[config.mk]
export PLATFORM = sky130hd
export DESIGN_NAME = ecg_synth
export DESIGN_NICKNAME = d
export VERILOG_FILES = /design/src/rtl/ecg_synth_pkg.sv /design/src/rtl/ecg_seg_len.sv /design/src/rtl/ecg_synth.sv
export SDC_FILE = /design/constraint.sdc
export NUM_CORES = 1
export LEC_CHECK = 0
export CAP_MARGIN = 20
export CORE_ASPECT_RATIO = 1.1
export CORE_MARGIN = 4
export CORE_UTILIZATION = 35
export CTS_BUF_LIST = sky130_fd_sc_hd__clkbuf_2
export DETAILED_ROUTE_END_ITERATION = 10
export SYNTH_ARGS = -nofsm -noshare
export SYNTH_HDL_FRONTEND = slang
export SYNTH_SLANG_ARGS = --single-unit
[constraint.sdc]
create_clock -name clk -period 6.1 [get_ports clk]
set_input_delay 0.915 -clock clk [delete_from_list [all_inputs] [get_ports clk]]
set_output_delay 0.915 -clock clk [all_outputs]
set_load 0.005 [all_outputs]
[src/rtl/ecg_synth_pkg.sv]
// Shared types and constants for the synthetic ECG generator.
// State order follows the P-QRS-T sequence of one beat.
package ecg_synth_pkg;

  typedef enum logic [3:0] {
    ECG_IDLE = 4'd0,
    ECG_P    = 4'd1,
    ECG_PR   = 4'd2,
    ECG_Q    = 4'd3,
    ECG_RU   = 4'd4,
    ECG_RD   = 4'd5,
    ECG_S    = 4'd6,
    ECG_ST   = 4'd7,
    ECG_T    = 4'd8,
    ECG_TP   = 4'd9
  } ecg_state_e;

  localparam int ECG_BASELINE = 512;
  localparam int ECG_MIN_QRS  = 4;

endpackage

[src/rtl/ecg_seg_len.sv]
// Segment lengths for one beat, derived from the latched R-R interval and QRS width.
// Flags a beat period shorter than the fixed segments, or a QRS narrower than the minimum.
module ecg_seg_len
  import ecg_synth_pkg::*;
#(
  parameter int CNT_W  = 12,
  parameter int P_LEN  = 20,
  parameter int PR_LEN = 16,
  parameter int ST_LEN = 24,
  parameter int T_LEN  = 40
) (
  input  logic [CNT_W-1:0] rr_q,
  input  logic [CNT_W-1:0] qw_q,
  output logic [CNT_W-1:0] q_len,
  output logic [CNT_W-1:0] s_len,
  output logic [CNT_W-1:0] tp_len,
  output logic             len_err
);

  localparam logic [CNT_W-1:0] MIN_QW  = CNT_W'(ECG_MIN_QRS);
  localparam logic [CNT_W:0]   FIXED_C = (CNT_W+1)'(P_LEN + PR_LEN + ST_LEN + T_LEN);

  logic             qw_small;
  logic [CNT_W-1:0] qw_eff;
  logic [CNT_W-1:0] q4;
  logic [CNT_W:0]   fixed_len;
  logic             rr_short;

  assign qw_small  = (qw_q < MIN_QW);
  assign qw_eff    = qw_small ? MIN_QW : qw_q;
  assign q4        = qw_eff >> 2;
  assign q_len     = q4;
  // S takes the remainder so Q+RU+RD+S always equals the effective QRS width.
  assign s_len     = qw_eff - (q4 + (q4 << 1));
  assign fixed_len = FIXED_C + {1'b0, qw_eff};
  assign rr_short  = ({1'b0, rr_q} < fixed_len);
  assign tp_len    = rr_short ? '0 : (rr_q - fixed_len[CNT_W-1:0]);
  assign len_err   = rr_short | qw_small;

endmodule

[src/rtl/ecg_synth.sv]
// Piecewise-linear P-QRS-T sample generator, one sample per tick, with
// ground-truth beat-start and R-apex markers for checking a downstream detector.
module ecg_synth
  import ecg_synth_pkg::*;
#(
  parameter int DATA_W   = 11,
  parameter int CNT_W    = 12,
  parameter int BASELINE = ECG_BASELINE,
  parameter int P_LEN    = 20,
  parameter int PR_LEN   = 16,
  parameter int ST_LEN   = 24,
  parameter int T_LEN    = 40,
  parameter int P_STEP   = 2,
  parameter int R_STEP   = 40,
  parameter int QS_STEP  = 10,
  parameter int T_STEP   = 3
) (
  input  logic              clk,
  input  logic              rst,
  input  logic              tick,
  input  logic              en,
  input  logic [CNT_W-1:0]  rr_len,
  input  logic [CNT_W-1:0]  qrs_w,
  output logic [DATA_W-1:0] d_out,
  output logic              d_valid,
  output logic              beat_start,
  output logic              r_mark,
  output logic              rr_err
);

  localparam logic [DATA_W-1:0] BASE_D   = DATA_W'(BASELINE);
  localparam logic [CNT_W-1:0]  ONE      = CNT_W'(1);
  localparam logic [CNT_W-1:0]  P_LEN_C  = CNT_W'(P_LEN);
  localparam logic [CNT_W-1:0]  PR_LEN_C = CNT_W'(PR_LEN);
  localparam logic [CNT_W-1:0]  ST_LEN_C = CNT_W'(ST_LEN);
  localparam logic [CNT_W-1:0]  T_LEN_C  = CNT_W'(T_LEN);
  localparam logic [CNT_W-1:0]  P_HALF   = CNT_W'(P_LEN / 2);
  localparam logic [CNT_W-1:0]  T_HALF   = CNT_W'(T_LEN / 2);
  localparam logic [DATA_W:0]   P_STP    = (DATA_W+1)'(P_STEP);
  localparam logic [DATA_W:0]   R_STP    = (DATA_W+1)'(R_STEP);
  localparam logic [DATA_W:0]   QS_STP   = (DATA_W+1)'(QS_STEP);
  localparam logic [DATA_W:0]   T_STP    = (DATA_W+1)'(T_STEP);

  function automatic logic [DATA_W-1:0] sat_up(input logic [DATA_W-1:0] a,
                                               input logic [DATA_W:0] s);
    logic [DATA_W+1:0] t;
    t = {2'b00, a} + {1'b0, s};
    sat_up = (t[DATA_W+1:DATA_W] != 2'b00) ? '1 : t[DATA_W-1:0];
  endfunction

  function automatic logic [DATA_W-1:0] sat_dn(input logic [DATA_W-1:0] a,
                                               input logic [DATA_W:0] s);
    sat_dn = ({1'b0, a} > s) ? DATA_W'({1'b0, a} - s) : '0;
  endfunction

  ecg_state_e        state_reg, state_next;
  logic [CNT_W-1:0]  seg_cnt_reg, seg_cnt_next;
  logic [CNT_W-1:0]  rr_q_reg, rr_q_next;
  logic [CNT_W-1:0]  qw_q_reg, qw_q_next;
  logic [DATA_W-1:0] d_reg, d_next;
  logic              d_valid_reg, d_valid_next;
  logic              beat_start_reg, beat_start_next;
  logic              r_mark_reg, r_mark_next;
  logic              rr_err_reg, rr_err_next;

  logic [CNT_W-1:0]  q_len, s_len, tp_len, seg_len;
  logic              len_err, seg_last, beat_done;

  ecg_seg_len #(
    .CNT_W  (CNT_W),
    .P_LEN  (P_LEN),
    .PR_LEN (PR_LEN),
    .ST_LEN (ST_LEN),
    .T_LEN  (T_LEN)
  ) u_seg_len (
    .rr_q    (rr_q_reg),
    .qw_q    (qw_q_reg),
    .q_len   (q_len),
    .s_len   (s_len),
    .tp_len  (tp_len),
    .len_err (len_err)
  );

  always_comb begin
    seg_len = ONE;
    case (state_reg)
      ECG_P:                 seg_len = P_LEN_C;
      ECG_PR:                seg_len = PR_LEN_C;
      ECG_Q, ECG_RU, ECG_RD: seg_len = q_len;
      ECG_S:                 seg_len = s_len;
      ECG_ST:                seg_len = ST_LEN_C;
      ECG_T:                 seg_len = T_LEN_C;
      ECG_TP:                seg_len = tp_len;
      default:               seg_len = ONE;
    endcase
  end

  assign seg_last = (seg_cnt_reg == (seg_len - ONE));

  always_comb begin
    state_next      = state_reg;
    seg_cnt_next    = seg_cnt_reg;
    rr_q_next       = rr_q_reg;
    qw_q_next       = qw_q_reg;
    d_next          = d_reg;
    d_valid_next    = 1'b0;
    beat_start_next = 1'b0;
    r_mark_next     = 1'b0;
    rr_err_next     = rr_err_reg;
    beat_done       = 1'b0;

    if (tick) begin
      if (state_reg == ECG_IDLE) begin
        if (en) begin
          rr_q_next    = rr_len;
          qw_q_next    = qrs_w;
          state_next   = ECG_P;
          seg_cnt_next = '0;
        end
      end else begin
        d_valid_next    = 1'b1;
        beat_start_next = (state_reg == ECG_P) && (seg_cnt_reg == '0);
        r_mark_next     = (state_reg == ECG_RU) && seg_last;
        rr_err_next     = rr_err_reg | len_err;

        case (state_reg)
          ECG_P:   d_next = (seg_cnt_reg < P_HALF) ? sat_up(d_reg, P_STP) : sat_dn(d_reg, P_STP);
          ECG_Q:   d_next = sat_dn(d_reg, QS_STP);
          ECG_RU:  d_next = sat_up(d_reg, R_STP);
          ECG_RD:  d_next = sat_dn(d_reg, R_STP);
          ECG_S:   d_next = sat_up(d_reg, QS_STP);
          ECG_T:   d_next = (seg_cnt_reg < T_HALF) ? sat_up(d_reg, T_STP) : sat_dn(d_reg, T_STP);
          default: d_next = BASE_D;
        endcase

        seg_cnt_next = seg_last ? '0 : (seg_cnt_reg + ONE);
        if (seg_last) begin
          case (state_reg)
            ECG_P:   state_next = ECG_PR;
            ECG_PR:  state_next = ECG_Q;
            ECG_Q:   state_next = ECG_RU;
            ECG_RU:  state_next = ECG_RD;
            ECG_RD:  state_next = ECG_S;
            ECG_S:   state_next = ECG_ST;
            ECG_ST:  state_next = ECG_T;
            ECG_T: begin
              if (tp_len == '0) beat_done = 1'b1;
              else              state_next = ECG_TP;
            end
            ECG_TP:  beat_done = 1'b1;
            default: state_next = ECG_IDLE;
          endcase
        end

        // Relatching here lets consecutive beats run back to back with no gap sample.
        if (beat_done) begin
          if (en) begin
            rr_q_next  = rr_len;
            qw_q_next  = qrs_w;
            state_next = ECG_P;
          end else begin
            state_next = ECG_IDLE;
          end
        end
      end
    end
  end

  always_ff @(posedge clk or negedge rst) begin
    if (!rst) begin
      state_reg      <= ECG_IDLE;
      seg_cnt_reg    <= '0;
      rr_q_reg       <= '0;
      qw_q_reg       <= '0;
      d_reg          <= BASE_D;
      d_valid_reg    <= 1'b0;
      beat_start_reg <= 1'b0;
      r_mark_reg     <= 1'b0;
      rr_err_reg     <= 1'b0;
    end else begin
      state_reg      <= state_next;
      seg_cnt_reg    <= seg_cnt_next;
      rr_q_reg       <= rr_q_next;
      qw_q_reg       <= qw_q_next;
      d_reg          <= d_next;
      d_valid_reg    <= d_valid_next;
      beat_start_reg <= beat_start_next;
      r_mark_reg     <= r_mark_next;
      rr_err_reg     <= rr_err_next;
    end
  end

  assign d_out      = d_reg;
  assign d_valid    = d_valid_reg;
  assign beat_start = beat_start_reg;
  assign r_mark     = r_mark_reg;
  assign rr_err     = rr_err_reg;

endmodule

# Yosys cells after proc, flatten, opt, wreduce, memory -nomap -nowiden
# Cells that the tools add are included.
[totals] regBits=55
[op_classes] add_sub_neg=14 n_lt_le_gt_ge=8 eq_ne=13 mux=41 bitwise_logic=3 reduce_logical=16
[ops] op="12-bit two-way mux" n=11
[ops] op="11-bit two-way mux" n=10
[ops] op="12-bit case mux with 7 select lines" n=1
[ops] op="11-bit case mux with 6 select lines" n=1
[ops] op="4-bit case mux with 9 select lines" n=1
[ops] op="11-bit by 2-bit adder with 12-bit output, second input constant" n=2
[ops] op="12-bit logical NOT" n=2
[ops] op="12-bit subtractor" n=2
[ops] op="11-bit by 2-bit > comparator with 1-bit output, second input constant" n=2
[ops] op="11-bit by 2-bit subtractor with 11-bit output, second input constant" n=2
[ops] op="4-bit two-way mux" n=5
[ops] op="4-bit by 3-bit == test with 1-bit output, second input constant" n=4
[ops] op="7-bit by 12-bit adder with 13-bit output, first input constant" n=1
[ops] op="12-bit by 13-bit < comparator with 1-bit output" n=1
[ops] op="10-bit by 11-bit adder with 12-bit output" n=1
[ops] op="11-bit by 4-bit adder with 12-bit output, second input constant" n=1
[ops] op="11-bit by 6-bit adder with 12-bit output, second input constant" n=1
[ops] op="12-bit by 1-bit adder with 12-bit output, second input constant" n=1
[ops] op="12-bit == test" n=1
[ops] op="12-bit by 3-bit < comparator with 1-bit output, second input constant" n=1
[ops] op="12-bit by 4-bit < comparator with 1-bit output, second input constant" n=1
[ops] op="12-bit by 5-bit < comparator with 1-bit output, second input constant" n=1
[ops] op="12-bit by 1-bit subtractor with 12-bit output, second input constant" n=1
[ops] op="11-bit by 4-bit > comparator with 1-bit output, second input constant" n=1
[ops] op="20 further kinds" n=40

# Longest topological paths before layout
# Gate-level depths: netlist of run 1.
[logic_depth] ltp_word=13 depth_mapped=27 mapped_depth_nobuf=26

# Hierarchy
# A second synthesis of run 1 with hierarchy kept.
[hier_totals] cells_unflattened=963 area_unflattened_um2=7335.8
[by_module_without_submodules] module="ecg_synth" instances=1 cells_per_inst=741 area_per_inst_um2=5595.4 seq_area_each_um2=1377.6
[by_module_without_submodules] module="ecg_seg_len" instances=1 cells_per_inst=222 area_per_inst_um2=1740.4 seq_area_each_um2=0.0

# Least setup slack after synthesis of run 1
# OpenSTA, ideal clock, no wires.
[synth_path] path_type="reg2reg" start="reg qw_q_reg[10]" end="reg qw_q_reg[0]" setup_ps=127 t_arrival_ps=5517 required_ps=5973 path_slack_ps=456 stages_incl_launch_ff=28 period_less_slack_ps=5644 path_cell_list="dfrtp_1 inv_1 ha_1 nor4b_4 nand3_4 nand2b_1 ha_1 a21o_1 a21oi_1 nor2_1 xnor2_1 ha_1 nand3_1 or3_1 o211ai_1 o21ai_2 o21a_1 ha_1 nand2_1 a2111oi_0 a211oi_1 xor2_1 o2111ai_1 a211oi_2 nand4_1 a21oi_4 buf_6 mux2_1"
[synth_between] elab_chain_len=13 elab_cells_between_ends=19 cone_classes="5 x add/sub; 2 x order compare; 1 x eq/ne; 8 x mux; 3 x reduce/logical"
[synth_rtl] element="from (decl)" line_no="ecg_synth.sv:59" source="logic [CNT_W-1:0] qw_q_reg, qw_q_next;"
[synth_rtl] element="from (signal assigned)" line_no="ecg_synth.sv:184" source="qw_q_reg <= qw_q_next;"
[synth_rtl] element="12-bit by 3-bit < comparator with 1-bit output" line_no="ecg_seg_len.sv:29" source="assign qw_small = (qw_q < MIN_QW);"
[synth_rtl] element="12-bit two-way mux (*)" line_no="ecg_seg_len.sv:30" source="assign qw_eff = qw_small ? MIN_QW : qw_q;"
[synth_rtl] element="7-bit by 12-bit adder with 13-bit output" line_no="ecg_seg_len.sv:35" source="assign fixed_len = FIXED_C + {1'b0, qw_eff};"
[synth_rtl] element="12-bit subtractor or 12-bit by 13-bit < comparator with 1-bit output (tied branches)" line_no="ecg_seg_len.sv:37, ecg_seg_len.sv:36"
[synth_rtl] element="12-bit two-way mux" line_no="ecg_seg_len.sv:37" source="assign tp_len = rr_short ? '0 : (rr_q - fixed_len[CNT_W-1:0]);"
[synth_rtl] element="12-bit case mux with 7 select lines or 12-bit logical NOT (tied branches)" line_no="ecg_synth.sv:86, ecg_synth.sv:147"
[synth_rtl] element="12-bit by 1-bit subtractor with 12-bit output or 1-bit two-way mux (tied branches)" line_no="ecg_synth.sv:98, ecg_synth.sv:147"
[synth_rtl] element="12-bit == test or 1-bit case mux with 2 select lines (tied branches)" line_no="ecg_synth.sv:98, ecg_synth.sv:138"
[synth_rtl] element="1-bit two-way mux (*)" line_no="ecg_synth.sv:137" source="if (seg_last) begin"
[synth_rtl] element="1-bit two-way mux (*)" line_no="ecg_synth.sv:113" source="if (state_reg == ECG_IDLE) begin"
[synth_rtl] element="1-bit two-way mux (*)" line_no="ecg_synth.sv:112" source="if (tick) begin"
[synth_rtl] element="2-bit nonzero test (no source line) (*)"
[synth_rtl] element="2-bit AND reduction (no source line) (*)"
# Every way passes the cells marked *; elsewhere a longest branch is shown, timed or not. The select of a mux whose other input is x is not followed.
# A chain may end at the register's enable or synchronous reset.

# Worst setup path in the final report of run 1
[layout_path] start="reg qw_q_reg[10]" end="reg qw_q_reg[7]"
# Same word-level chain as after synthesis.

==> impl_metrics.tcl, run 1 <==
set metrics [dict create \
    worst_path_max_delay_cell "dfrtp_2" \
    dp_slack_ns 0.173 \
    core_area_sq_um 19400 \
    synth_seq_cells 55 \
    hold_viol 0 \
    post-route-period-util 0.957 \
    tns_ns 0 \
    final_common_cell "nor2_1" \
    finalWeightedCongestion 0.933 \
    vias 7005 \
    clock_path_buffers 2 \
    postRouteAntennaNets 0 \
    grt_max_degree 56 \
    slew_viol_final 0 \
    critPathMostFrequentCell "ha_1" \
    tightest_slew_ns 1.00 \
    cts_inserted_buffers 5 \
    synth_cells 894 \
    timing.fmax_ghz 0.171 \
    dieHeight_um 156 \
    synth_ff_type "dfrtp_1" \
    gr-usage-all-layers 0.195 \
    viasPerCell 6.02 \
    syn_to_final_growth_pct 11.5 \
    io_buffers 42 \
    wire_per_inst_um 19.2 \
    grt_pass1_vias 6459 \
    holdBufCountCts 0 \
    max_slew_margin 0.328 \
    routed_wl_um 22400 \
    io_pins 43 \
    setup_viol 0 \
    syn-num-nets 983 \
    dieWidth_um 143 \
    cp-start-kind "flop" \
    skew_ns 0.0441 \
    clock-sinks 55 \
    status "complete, no violations" \
    cts_root_buf "clkbuf_2" \
    grt_pass1_wl_um 35000 \
    drive_gt1_frac 0.0873 \
    cts_tree "done" \
    fin_crit_ns 5.84 \
    dieArea_sq_um 22300 \
    drt_first_pass_iters 5 \
    synth_seq_area_share 0.197 \
    yosysWarnings 0 \
    dp_hpwl_um 16500 \
    drc 0 \
    layout_common_cells "nor2_1 (81), nand2_1 (70), o21ai_0 (67)" \
    worstPathRequired_ns 6.54 \
    cp.arrival_ns 6.28 \
    grt_antenna_before_repair 1 \
    final_nets 1004 \
    gr-total-overflow 0 \
    htree_levels 2 \
    max-cap-violations 0 \
    initial_core_util 0.360 \
    ys_types 91 \
    crit_path_max_fanout 6 \
    hp-class "primary input to async pin" \
    slowest_delay_ns 0.48 \
    async_reset_ff_frac 1.00 \
    setup_slack_ns 0.261 \
    synth_edf_count 0 \
    clock_latency_ns 0.52 \
    end_kind "flop" \
    path_clk_slew_ns 0.33 \
    drtIter0Drc 535 \
    synth_area_per_cell_sq_um 7.80 \
    rows 53 \
    r2r_slack_ns 0.26 \
    synth_area_sq_um 6980 \
    r2r_cells 28 \
    critPathKind "flop to flop" \
]
==> cell type report <==
type	count	area [sq um]
diodes	1	2.50
clock buffers	8	40.0
fillers	2048	11600
inverters	44	165
multi-input cells	738	5210
flip-flops and latches	55	1380
well taps	247	309
repair buffers	71	667
==> cells in the mapped netlist, types with 12 or more instances <==
| library cell | n | area, sq um |
|---|---|---|
| nor2_1 | 82 | 308 |
| nand2_1 | 70 | 263 |
| o21ai_0 | 67 | 335 |
| a21oi_1 | 60 | 300 |
| dfrtp_1 | 54 | 1350 |
| ha_1 | 52 | 651 |
| clkbuf_1 | 43 | 161 |
| inv_1 | 43 | 161 |
| xnor2_1 | 30 | 263 |
| nand3_1 | 29 | 145 |
| nor3_1 | 29 | 145 |
| mux2_1 | 24 | 270 |
| xor2_1 | 21 | 184 |
| a31oi_1 | 17 | 106 |
| nand4_1 | 17 | 106 |
| a21o_1 | 14 | 105 |
| nor4_1 | 12 | 75.1 |
==> timing repair <==
item,in CTS,in global routing
endpoints found under the setup margin,0,40
buffers inserted,0,6
resized for setup,0,9
==> kinds of logic after synthesis <==
family	Yosys count	share of synthesized area
and+or+nand+nor	306	0.223
adders and majority gates	61	0.119
xor gates and xnor gates	52	0.0673
DFF	55	0.197
AOI/OAI and AO/OA	289	0.286
buffers and inverters	101	0.0588
muxes	30	0.0481
==> through the flow <==
stage,cell area (sq um),util,instances,hold WS (ns)
finish,7780,0.402,1164,0.488
global route,7780,0.402,1164,0.493
CTS,7670,0.396,1155,0.472
detailed placement,7630,0.394,1147,0.457
global placement,7630,0.394,1147,0.464
floorplan,6980,-,894,0.458
==> final timing paths <==
| kind | to | start |
|---|---|---|
| setup / recovery | qw_q_reg[7]$_DFFE_PN0P_ | qw_q_reg[10]$_DFFE_PN0P_ |
| hold / removal | d_out[5]$_DFFE_PN0P_ | rst |
| setup reg to reg | qw_q_reg[7]$_DFFE_PN0P_ | qw_q_reg[10]$_DFFE_PN0P_ |
| hold reg to reg | rr_err$_DFFE_PN0P_ | rr_err$_DFFE_PN0P_ |
| max in group asynchronous | qw_q_reg[10]$_DFFE_PN0P_ | rst |
| min in group clk | rr_err$_DFFE_PN0P_ | rr_err$_DFFE_PN0P_ |
==> critical path: cells and delay by family (launching register included) <==
kind	cells	cell delay (ns)
mux	1	0.33
simple gates	8	1.49
fa+ha+maj	4	0.99
xor+xnor	2	0.31
buf+inv	3	0.38
compound gates	10	1.79
flops	1	0.48
==> layer usage <==
layer  GRT usage  vias to the layer above  wire length [um]
met5           0                        -                 0
met4      0.0575                        0               546
met3      0.0273                       38              1280
met2       0.326                      223             10800
met1       0.263                     3367              9780
li1            -                     3377                 -
Power of run 1 is not shown: default switching activity piles up to over one toggle a cycle in this logic, so the estimate is an artifact.
==> inputs of run 2 (changes only) <==
--- a/config.mk
+++ b/config.mk
@@ -11,6 +11,7 @@
 export CORE_UTILIZATION = 35
 export CTS_BUF_LIST = sky130_fd_sc_hd__clkbuf_2
 export DETAILED_ROUTE_END_ITERATION = 10
+export SETUP_SLACK_MARGIN = 0.15
 export SYNTH_ARGS = -nofsm -noshare
 export SYNTH_HDL_FRONTEND = slang
 export SYNTH_SLANG_ARGS = --single-unit
==> impl_metrics.tcl, run 2 (synthesis gave the netlist of run 1 again) <==
set metrics [dict create \
    status "complete, no violations" \
    post-route-period-util 0.932 \
    viasPerCell 6.05 \
    tns_ns 0 \
    setup_viol 0 \
    clock_path_buffers 2 \
    grt_max_degree 56 \
    grt_pass1_wl_um 35000 \
    cp.arrival_ns 6.15 \
    skew_ns 0.0486 \
    io_pins 43 \
    path_clk_slew_ns 0.33 \
    postRouteAntennaNets 0 \
    htree_levels 2 \
    dp_hpwl_um 16500 \
    cts_inserted_buffers 5 \
    syn_to_final_growth_pct 12.7 \
    slowest_delay_ns 0.48 \
    final_common_cell "nor2_1" \
    cts_root_buf "clkbuf_2" \
    grt_pass1_vias 6464 \
    layout_common_cells "nor2_1 (81), nand2_1 (70), o21ai_0 (67)" \
    cp-start-kind "flop" \
    core_area_sq_um 19400 \
    rsz0062_at_grt "false" \
    hold_viol 0 \
    dieArea_sq_um 22300 \
    wire_per_inst_um 19.2 \
    dieHeight_um 156 \
    critPathMostFrequentCell "ha_1" \
    clock-sinks 55 \
    drive_gt1_frac 0.0967 \
    worstPathRequired_ns 6.56 \
    worst_path_max_delay_cell "dfrtp_2" \
    max-cap-violations 0 \
    critPathKind "flop to flop" \
    place_inst 1147 \
    grt_antenna_before_repair 1 \
    finalWeightedCongestion 0.933 \
    timing.fmax_ghz 0.176 \
    nFillCells 2036 \
    end_kind "flop" \
    vias 7061 \
    fin_crit_ns 5.68 \
    drt_first_pass_iters 5 \
    tightest_slew_ns 0.943 \
    hp-class "primary input to async pin" \
    holdBufCountCts 0 \
    gr-total-overflow 0 \
    crit_path_max_fanout 6 \
    drtIter0Drc 569 \
    drc 0 \
    cts_tree "done" \
    gr-usage-all-layers 0.195 \
    rows 53 \
    routed_wl_um 22500 \
    io_buffers 42 \
    slew_viol_final 0 \
    stdcell_count 1168 \
    final_nets 1008 \
    r2r_cells 29 \
    max_slew_margin 0.371 \
    dieWidth_um 143 \
    clock_latency_ns 0.54 \
    initial_core_util 0.360 \
]
run 2: cell types whose count changed in the layout (fill, tap and decap cells not counted), sizes merged:
cell and delta:
buf +3, clkbuf +1
run 2: cell type report:
cell class | count | area [sq um] | share of cell area
timing repair buffer | 75 | 731 | 0.0929
tap | 247 | 309 | 0.0393
multi-input combinational | 738 | 5240 | 0.666
inverter | 44 | 165 | 0.0210
clock buffer | 8 | 40.0 | 0.00509
sequential | 55 | 1380 | 0.175
antenna | 1 | 2.50 | 0.000318
run 2: critical path, delay by kind of cell, from the launching register on:
kind / cells / cell delay (ns)
adders and majority gates: 4 / 0.94
AOI/OAI and AO/OA: 10 / 1.66
and+or+nand+nor: 8 / 1.43
xor gates and xnor gates: 2 / 0.32
muxes: 1 / 0.33
DFF: 1 / 0.48
buffers and inverters: 4 / 0.45
run 2: routing by layer:
layer  part of all wire  vias up  GRT usage
met2               0.48      238      0.325
met4              0.022        0     0.0589
met3              0.055       34     0.0282
met5                  0        -          0
li1                   -     3381          -
met1               0.44     3408      0.262
run 2: worst paths after layout:
check,from,to,slack (ns)
worst max register to register,qw_q_reg[10]$_DFFE_PN0P_,qw_q_reg[7]$_DFFE_PN0P_,0.42
max in group asynchronous,rst,qw_q_reg[10]$_DFFE_PN0P_,5.07
worst max-delay path,qw_q_reg[10]$_DFFE_PN0P_,qw_q_reg[7]$_DFFE_PN0P_,0.42
min in group clk,rr_err$_DFFE_PN0P_,rr_err$_DFFE_PN0P_,0.53
worst min-delay path,rst,d_out[5]$_DFFE_PN0P_,0.47
worst min register to register,rr_err$_DFFE_PN0P_,rr_err$_DFFE_PN0P_,0.53
run 2: timing repair:
item / in CTS / in global routing
endpoints found under the setup margin: 5 / 40
cloned: 0 / 3
buffers inserted: 0 / 9
resized for setup: 1 / 15
pin swaps: 1 / 9
run 2: through the flow:
| step | area (sq um) | hold slack, ns | setup WS, ns | util |
|---|---|---|---|---|
| after global routing | 7870 | 0.493 | 0.103 | 0.406 |
| after global placement | 7630 | 0.464 | 0.324 | 0.394 |
| after detailed placement | 7630 | 0.457 | 0.173 | 0.394 |
| final | 7870 | 0.466 | 0.417 | 0.406 |
| after CTS | 7670 | 0.472 | 0.241 | 0.396 |
| after floorplan | 6980 | 0.458 | 0.456 | - |
Power of run 2 is left out for the same reason.
